**config.mk**
```make
export PLATFORM = sky130hd
export DESIGN_NAME = conv1_frame_ctrl
export DESIGN_NICKNAME = d
export VERILOG_FILES = /design/src/rtl/cnn_pkg.sv /design/src/rtl/frame_addr_gen.sv /design/src/rtl/conv1_frame_ctrl.sv
export SDC_FILE = /design/constraint.sdc
export NUM_CORES = 1
export LEC_CHECK = 0
export BUFFER_PORTS_ARGS = -buffer_cell sky130_fd_sc_hd__buf_4
export CORE_ASPECT_RATIO = 0.5
export CORE_MARGIN = 2
export CORE_UTILIZATION = 40
export CTS_CLUSTER_DIAMETER = 50
export DETAILED_ROUTE_END_ITERATION = 12
export PLACE_DENSITY_LB_ADDON = 0.08
export RECOVER_POWER = 25
export SYNTH_ARGS = -nofsm -noshare
export SYNTH_HDL_FRONTEND = slang
export SYNTH_SLANG_ARGS = --single-unit
```
**constraint.sdc**
```tcl
create_clock -name clk -period 3.89 [get_ports clk]
set_input_delay 0.778 -clock clk [delete_from_list [all_inputs] [get_ports clk]]
set_output_delay 0.778 -clock clk [all_outputs]
set_load 0.05 [all_outputs]
```
**src/rtl/cnn_pkg.sv**
```systemverilog
// Shared constants and FSM state encoding for the CNN layer-1 frame sequencer.
package cnn_pkg;

  localparam int unsigned IMG_W     = 28;
  localparam int unsigned IMG_H     = 28;
  localparam int unsigned KSIZE     = 5;
  localparam int unsigned OUT_PIX   = (IMG_W - KSIZE + 1) * (IMG_H - KSIZE + 1);
  localparam int unsigned PIX_BITS  = 8;
  localparam int unsigned ADDR_W    = 10;
  localparam int unsigned DRAIN_LIM = 64;
  localparam int unsigned CNT_BITS  = 10;

  typedef enum logic [2:0] {
    StIdle,
    StClr,
    StFetch,
    StDrain,
    StFin
  } frame_state_e;

endpackage

```
**src/rtl/frame_addr_gen.sv**
```systemverilog
// Frame address generator: latches the frame base, walks the pixel index and flags the
// last pixel. Addresses wrap modulo 2^AddrBits.
module frame_addr_gen #(
  parameter int unsigned AddrBits = 10,
  parameter int unsigned NumPix   = 784
) (
  input  logic                clk,
  input  logic                rst_n,
  input  logic                load_i,
  input  logic                step_i,
  input  logic [AddrBits-1:0] base_i,
  output logic [AddrBits-1:0] addr_o,
  output logic                last_o
);
  import cnn_pkg::*;

  logic [AddrBits-1:0] base_q, base_d;
  logic [AddrBits-1:0] idx_q, idx_d;

  always_comb begin
    base_d = base_q;
    idx_d  = idx_q;
    if (load_i) begin
      base_d = base_i;
      idx_d  = '0;
    end else if (step_i) begin
      idx_d = idx_q + AddrBits'(1);
    end
  end

  always_ff @(posedge clk or negedge rst_n) begin
    if (!rst_n) begin
      base_q <= '0;
      idx_q  <= '0;
    end else begin
      base_q <= base_d;
      idx_q  <= idx_d;
    end
  end

  assign addr_o = base_q + idx_q;
  assign last_o = (idx_q == AddrBits'(NumPix - 1));

endmodule

```
**src/rtl/conv1_frame_ctrl.sv**
```systemverilog
// Frame sequencer for conv layer 1: clears the line buffer, streams one image from memory at
// one pixel per cycle, then checks the number of valid output beats the layer produced.
module conv1_frame_ctrl #(
  parameter int unsigned WIDTH     = cnn_pkg::IMG_W,
  parameter int unsigned HEIGHT    = cnn_pkg::IMG_H,
  parameter int unsigned KSIZE     = cnn_pkg::KSIZE,
  parameter int unsigned DATA_BITS = cnn_pkg::PIX_BITS,
  parameter int unsigned ADDR_BITS = cnn_pkg::ADDR_W,
  parameter int unsigned DRAIN_MAX = cnn_pkg::DRAIN_LIM
) (
  input  logic                 clk,
  input  logic                 rst_n,
  input  logic                 start,
  input  logic [ADDR_BITS-1:0] img_base,
  output logic                 mem_rd_en,
  output logic [ADDR_BITS-1:0] mem_addr,
  input  logic [DATA_BITS-1:0] mem_rdata,
  output logic                 conv_rst_n,
  output logic [DATA_BITS-1:0] conv_data_in,
  input  logic                 valid_out_conv,
  output logic                 busy,
  output logic                 done,
  output logic                 err,
  output logic [9:0]           out_count
);
  import cnn_pkg::*;

  localparam int unsigned NumPix    = WIDTH * HEIGHT;
  localparam int unsigned DrainBits = $clog2(DRAIN_MAX + 1);
  localparam logic [CNT_BITS-1:0] OutPix =
      CNT_BITS'((WIDTH - KSIZE + 1) * (HEIGHT - KSIZE + 1));
  localparam logic [CNT_BITS-1:0]  CntMax    = '1;
  localparam logic [DrainBits-1:0] DrainLast = DrainBits'(DRAIN_MAX - 1);

  frame_state_e         state_q, state_d;
  logic                 busy_q, busy_d, done_q, done_d, err_q, err_d;
  logic                 rd_en_q, rd_en_d, rd_dly_q, conv_rst_n_q, conv_rst_n_d;
  logic [DATA_BITS-1:0] data_q, data_d;
  logic [CNT_BITS-1:0]  cnt_q, cnt_d;
  logic [DrainBits-1:0] drain_q, drain_d;
  logic                 load, step, last_pix, beat;

  frame_addr_gen #(
    .AddrBits(ADDR_BITS),
    .NumPix  (NumPix)
  ) u_addr_gen (
    .clk   (clk),
    .rst_n (rst_n),
    .load_i(load),
    .step_i(step),
    .base_i(img_base),
    .addr_o(mem_addr),
    .last_o(last_pix)
  );

  assign beat = valid_out_conv && ((state_q == StFetch) || (state_q == StDrain));

  always_comb begin
    state_d = state_q;
    err_d   = err_q;
    cnt_d   = cnt_q;
    drain_d = drain_q;
    load    = 1'b0;
    step    = 1'b0;

    // Beats past the expected total flag an error but are still counted (saturating).
    if (beat) begin
      cnt_d = (cnt_q == CntMax) ? cnt_q : cnt_q + CNT_BITS'(1);
      if (cnt_q >= OutPix) err_d = 1'b1;
    end

    unique case (state_q)
      StIdle: begin
        if (start) begin
          state_d = StClr;
          load    = 1'b1;
          err_d   = 1'b0;
          cnt_d   = '0;
        end
      end
      StClr:   state_d = StFetch;
      StFetch: begin
        step    = 1'b1;
        drain_d = '0;
        if (last_pix) state_d = StDrain;
      end
      StDrain: begin
        drain_d = drain_q + DrainBits'(1);
        if (cnt_d >= OutPix) begin
          state_d = StFin;
        end else if (drain_q == DrainLast) begin
          state_d = StFin;
          err_d   = 1'b1;
        end
      end
      StFin:   state_d = StIdle;
      default: state_d = StIdle;
    endcase

    busy_d       = (state_d == StClr) || (state_d == StFetch) || (state_d == StDrain);
    done_d       = (state_d == StFin);
    rd_en_d      = (state_d == StFetch);
    conv_rst_n_d = (state_d != StClr);
    data_d       = rd_dly_q ? mem_rdata : data_q;
  end

  always_ff @(posedge clk or negedge rst_n) begin
    if (!rst_n) begin
      state_q      <= StIdle;
      busy_q       <= 1'b0;
      done_q       <= 1'b0;
      err_q        <= 1'b0;
      rd_en_q      <= 1'b0;
      rd_dly_q     <= 1'b0;
      conv_rst_n_q <= 1'b0;
      data_q       <= '0;
      cnt_q        <= '0;
      drain_q      <= '0;
    end else begin
      state_q      <= state_d;
      busy_q       <= busy_d;
      done_q       <= done_d;
      err_q        <= err_d;
      rd_en_q      <= rd_en_d;
      rd_dly_q     <= rd_en_q;
      conv_rst_n_q <= conv_rst_n_d;
      data_q       <= data_d;
      cnt_q        <= cnt_d;
      drain_q      <= drain_d;
    end
  end

  assign mem_rd_en    = rd_en_q;
  assign conv_rst_n   = conv_rst_n_q;
  assign conv_data_in = data_q;
  assign busy         = busy_q;
  assign done         = done_q;
  assign err          = err_q;
  assign out_count    = cnt_q;

endmodule

```
==> After elaboration in Yosys (flattened, before gate mapping) <==
Index checks and enable logic that the tools add are counted.
{ "word_totals": {"reg_bits": 54, "latchBits": 0, "ramBits": 0, "mem_bits_ro": 0, "input_bits": 22, "out_inout_bits": 33, "elab_cells": 57, "memories": 0} }
{ "classes": {"n_addsub": 4, "n_mul": 0, "div_mod_pow": 0, "n_lt_le_gt_ge": 2, "eq_ne": 11, "shifts": 0, "muxes": 21, "n_bitwise": 0, "reduce_logical": 7} }
{ "op_table": {"columns": ["operator", "count"], "rows": [
  ["10-bit 2-to-1 mux", 6],
  ["10-bit by 1-bit adder with 10-bit output (second input constant)", 2],
  ["10-bit == test (second input constant)", 2],
  ["10-bit >= comparator (second input constant)", 2],
  ["7-bit one-hot mux with 2 select lines", 1],
  ["3-bit by 2-bit == test with 1-bit output (second input constant)", 4],
  ["3-bit 2-to-1 mux", 4],
  ["3-bit one-hot mux with 4 select lines", 1],
  ["10-bit adder", 1],
  ["1-bit 2-to-1 mux", 8],
  ["7-bit by 1-bit adder with 7-bit output (second input constant)", 1],
  ["7-bit by 6-bit == test with 1-bit output (second input constant)", 1],
  ["3-bit by 1-bit == test with 1-bit output (second input constant)", 2],
  ["2-bit nonzero test", 2],
  ["3-bit == test (second input constant)", 1],
  ["3-bit logical NOT", 1],
  ["1-bit logical OR", 3],
  ["3-bit by 1-bit != test with 1-bit output (second input constant)", 1],
  ["1-bit one-hot mux with 2 select lines", 1],
  ["1-bit logical AND", 1]
]} }

==> Logic depth before layout (Yosys ltp) <==
{ "logic_depth": {"ltp_word": 10, "ltp_mapped": 8, "depth_no_buf": 8} }

==> Modules after synthesis <==
From an unflattened synthesis, not the netlist that was laid out.
{ "hier_totals": {"hier_cells": 286, "hier_area_um2": 2966.6} }
{ "by_module_without_submodules": {"columns": ["module", "n_inst", "cells_each", "area_each_um2", "seq_area_each_um2"], "rows": [
  ["conv1_frame_ctrl", 1, 160, 1705.4, 850.8],
  ["frame_addr_gen", 1, 126, 1261.2, 500.5]
]} }

==> Worst setup path after synthesis <==
OpenSTA, ideal clock, no wires.
{ "synth_timing": {"path_type": "reg2out", "from": "register u_addr_gen.idx_q[0]", "to": "output port mem_addr[8]", "arrival_time_ns": 2.289, "required_time_ns": 3.112, "setup_slack_ns": 0.823, "path_stages_with_launch": 9, "n_path_buf": 0, "cell_sequence": "dfrtp_1 > ha_1 > inv_1 > fa_1 > nor2b_1 > o21a_1 > o21ai_0 > a21oi_1 > xor2_1"} }
{ "synth_via": {"elab_chain_len": 1} }
{ "synth_lines": {"columns": ["item", "line", "source"], "rows": [
  ["start: declaration", "frame_addr_gen.sv:18", "logic [AddrBits-1:0] idx_q, idx_d;"],
  ["start signal: assignment", "frame_addr_gen.sv:37", "idx_q <= idx_d;"],
  ["10-bit adder", "frame_addr_gen.sv:41", "assign addr_o = base_q + idx_q;"],
  ["end: declaration", "conv1_frame_ctrl.sv:16", "output logic [ADDR_BITS-1:0] mem_addr,"]
]} }
No other way between the ends.

==> Worst setup path in the final report <==
{ "layout_timing": {"from": "register u_addr_gen.idx_q[4]", "to": "output port mem_addr[9]"} }
The elaborated chain is that of the path after synthesis.

==> metrics.md <==
| Metric | Value |
|---|---|
| Outcome | `complete, no violations` |
| Boundary Pins | `between 50 and 60` |
| Synth area leaders | `dfrtp_1, mux2_2, ha_1, nor2_1, xor2_1` |
| Drt pass-1 iters | `4` |
| Grt total ovfl | `0` |
| Max-Cap Viols | `0` |
| CORE AREA | `6860 sq um` |
| VDD IR-drop max | `0.000376 V` |
| Hold slack | `around 0.45 ns` |
| Num CTS Buffers | `5` |
| Crit share post-route | `83.3%` |
| YS warnings | `0` |
| Share of Yosys cell area claimed by the top area cell type | `46.5%` |
| Area grow syn2layout | `22.0%` |
| Tot Pwr | `3.07 mW` |
| Cts repair resizes | `0` |
| Die area | `8010 sq um` |
| Final #Nets | `369` |
| Setup_tns | `0 ns` |
| Final ANT Viol Nets | `0` |
| Cell repeated most along the worst path | `and3_1` |
| Worst skew pair latency | `0.29 ns` |
| Post-Syn Area | `between 2000 and 3000 sq um` |
| CP arrival | `2.46 ns` |
| Yosys top cell by area | `dfrtp_1` |
| Largest net degree at the start of global routing | `55` |
| # diodes | `0` |
| Critical path fanouts, max | `6` |
| GRT Total Usage | `16.0%` |
| Initial Utilization | `42.4%` |
| Most common cell in the netlist | `dfrtp_1` |
| Vias in the first global route | `about 2200` |
| Post-synth EDFFs | `0` |
| Reg2reg setup slack | `about 2 ns` |
| Initial antenna violation count | `0` |
| CP endpoint kind | `output port` |
| Bufs and invs on worst path | `1` |
| CP Launch Type | `flip-flop` |
| Synth top cells by count | `dfrtp_1, nor2_1, nand2_1, mux2_2, inv_1` |
| Post-layout minimum cycle time | `3.24 ns` |
| Worst min path class | `flip-flop to flip-flop` |
| Clk sink count | `54` |
| Final clock skew | `about 0.011 ns` |
| Final Hold Fails | `0` |
| Std-Cell Rows | `21` |
| Synth Instances | `281` |
| CP required | `3.11 ns` |
| Synth Flop Type | `dfrtp_1` |
| CP Cell Sequence | `ha_1 > and3_1 > a311oi_1 > o21ai_1 > or4_1 > and3_1 > buf_4` |
| Synth Net Count | `317` |
| WS Path Type | `flip-flop to output port` |
| Worst-Margin Slew | `about 0.67 ns` |
| Crit path largest cell delay | `0.44 ns` |
| Finish-stage setup viols | `0` |
| Leak Pwr | `~1.6 nW` |
| RSZ-0062 raised after global routing | `no` |
| H-tree depth | `2` |
| CTS tree | `done` |
| CTS Root Cell | `clkbuf_16` |
| Cell variety after synth | `46` |
| Die Y | `64.3 um` |
| Hold Buf Count CTS | `0` |
| Fraction of layout cells with a size suffix above 1 | `26.0%` |
| First-pass GRT wire length | `between 10000 and 15000 um` |
| I/O Buffers | `54` |
| Via/cell ratio | `5.16` |
| Clk pin slew, worst setup/hold paths | `0.07 ns` |
| Slew HR | `55.4%` |
| Power per standard cell area | `864 nW/um^2` |
| Final wirelength | `5970 um` |
| Worst path top cell family by delay | `simple AND/OR/NAND/NOR gates` |
| CTS max path bufs | `2` |
| Post-DR wirelength/cell | `14.0 um` |
| DR iter-0 viols | `122` |
| Gp weighted congestion | `0.840` |
| Pins Over Slew Limit | `0` |
| Post-CTS setup buffer count | `0` |
| Yosys reg bits | `54` |
| FFs w/ async S/R, synth | `100%` |
| Sequential-to-total area share from yosys stat | `46.5%` |
| DR DRC count | `0` |
| HPWL Detailed | `4320 um` |
| Max Fclk | `309 MHz` |
| Syn avg cell area | `10.4 sq um` |
| Vias | `2197` |
| Slowest CP cell | `dfrtp_1` |
| Die W | `between 100 and 150 um` |
-- cells in the final DEF (no fill, tap or decap), types with 10 or more instances in the layout --
cell     instances
buf_4           55
a21oi_1         10
mux2_2          17
nand4_1         11
nor2_1          29
inv_1           14
xor2_1          12
nand2_1         24
ha_1            13
o21ai_0         11
dfrtp_1         54
-- where the power goes --
part           internal, mW  total [mW]  switching (mW)  leakage, nW
sequential            0.710       0.897           0.188        0.666
combinational         0.590        1.70            1.11        0.868
clock                 0.275       0.469           0.194       0.0801
total                  1.58        3.07            1.49         1.61
-- per-layer routing --
layer	vias to the layer above	track usage, %	wire length (um)
met5	-	0	0
li1	1105	-	-
met2	46	24.0	2510
met3	7	4.69	308
met4	0	3.23	53
met1	1039	22.9	3110
-- flip-flops by register name (all words and copies together) (netlist names) --
name / cells
busy: 1
conv_rst_n: 1
conv_data_in: 8
u_addr_gen.idx_q: 10
done: 1
state_q: 3
err: 1
out_count: 10
drain_q: 7
mem_rd_en: 1
u_addr_gen.base_q: 10
rd_dly_q: 1
-- worst register-to-register path, delay by kind of cell, from the launching register on --
family                 cells  cell delay (ns)
buffers and inverters      1             0.40
DFF                        1             0.61
AOI/OAI and AO/OA          1             0.22
and+or+nand+nor            3             0.55
-- logic make-up (layout without fill, tap and decap cells) --
group | count (synthesis) | count (layout) | share of synthesized area (%)
fa+ha+maj | 14 | 14 | 6.28
simple gates | 101 | 101 | 19.0
compound gates | 47 | 47 | 10.9
buf+inv | 24 | 77 | 3.48
xor+xnor | 21 | 21 | 6.32
flops | 54 | 54 | 46.5
mux | 20 | 20 | 7.61
-- per-stage QoR --
step / area (sq um) / utilization [%] / std cells / setup slack [ns]
3_3_place_gp: 3390 / 49.4 / 418 / 1.01
4_1_cts: 3550 / 51.8 / 426 / 0.660
3_5_place_dp: 3390 / 49.4 / 418 / 0.995
6_report: 3550 / 51.8 / 426 / 0.650
5_1_grt: 3550 / 51.8 / 426 / 0.462
2_1_floorplan: 2910 / - / 281 / 0.823
-- final timing paths --
| path | end | startpoint | cells past startpoint |
|---|---|---|---|
| max reg2reg | busy | state_q[0] | 5 |
| max in group asynchronous | err | rst_n | 1 |
| min in group asynchronous | conv_data_in[6] | rst_n | 1 |
| max | mem_addr[9] | u_addr_gen.idx_q[4] | 7 |
| min reg2reg | rd_dly_q | mem_rd_en | 0 |
| min | rd_dly_q | mem_rd_en | 0 |
-- area by class of cell --
type | count | area [sq um]
clock buffer | 7 | 153
clock inverter | 1 | 8.76
fill | 598 | 3310
tap | 92 | 115
sequential | 54 | 1350
timing repair buffer | 55 | 413
multi-input combinational | 203 | 1460
inverter | 14 | 52.6
Note: power is estimated with default switching activity, not from simulation.
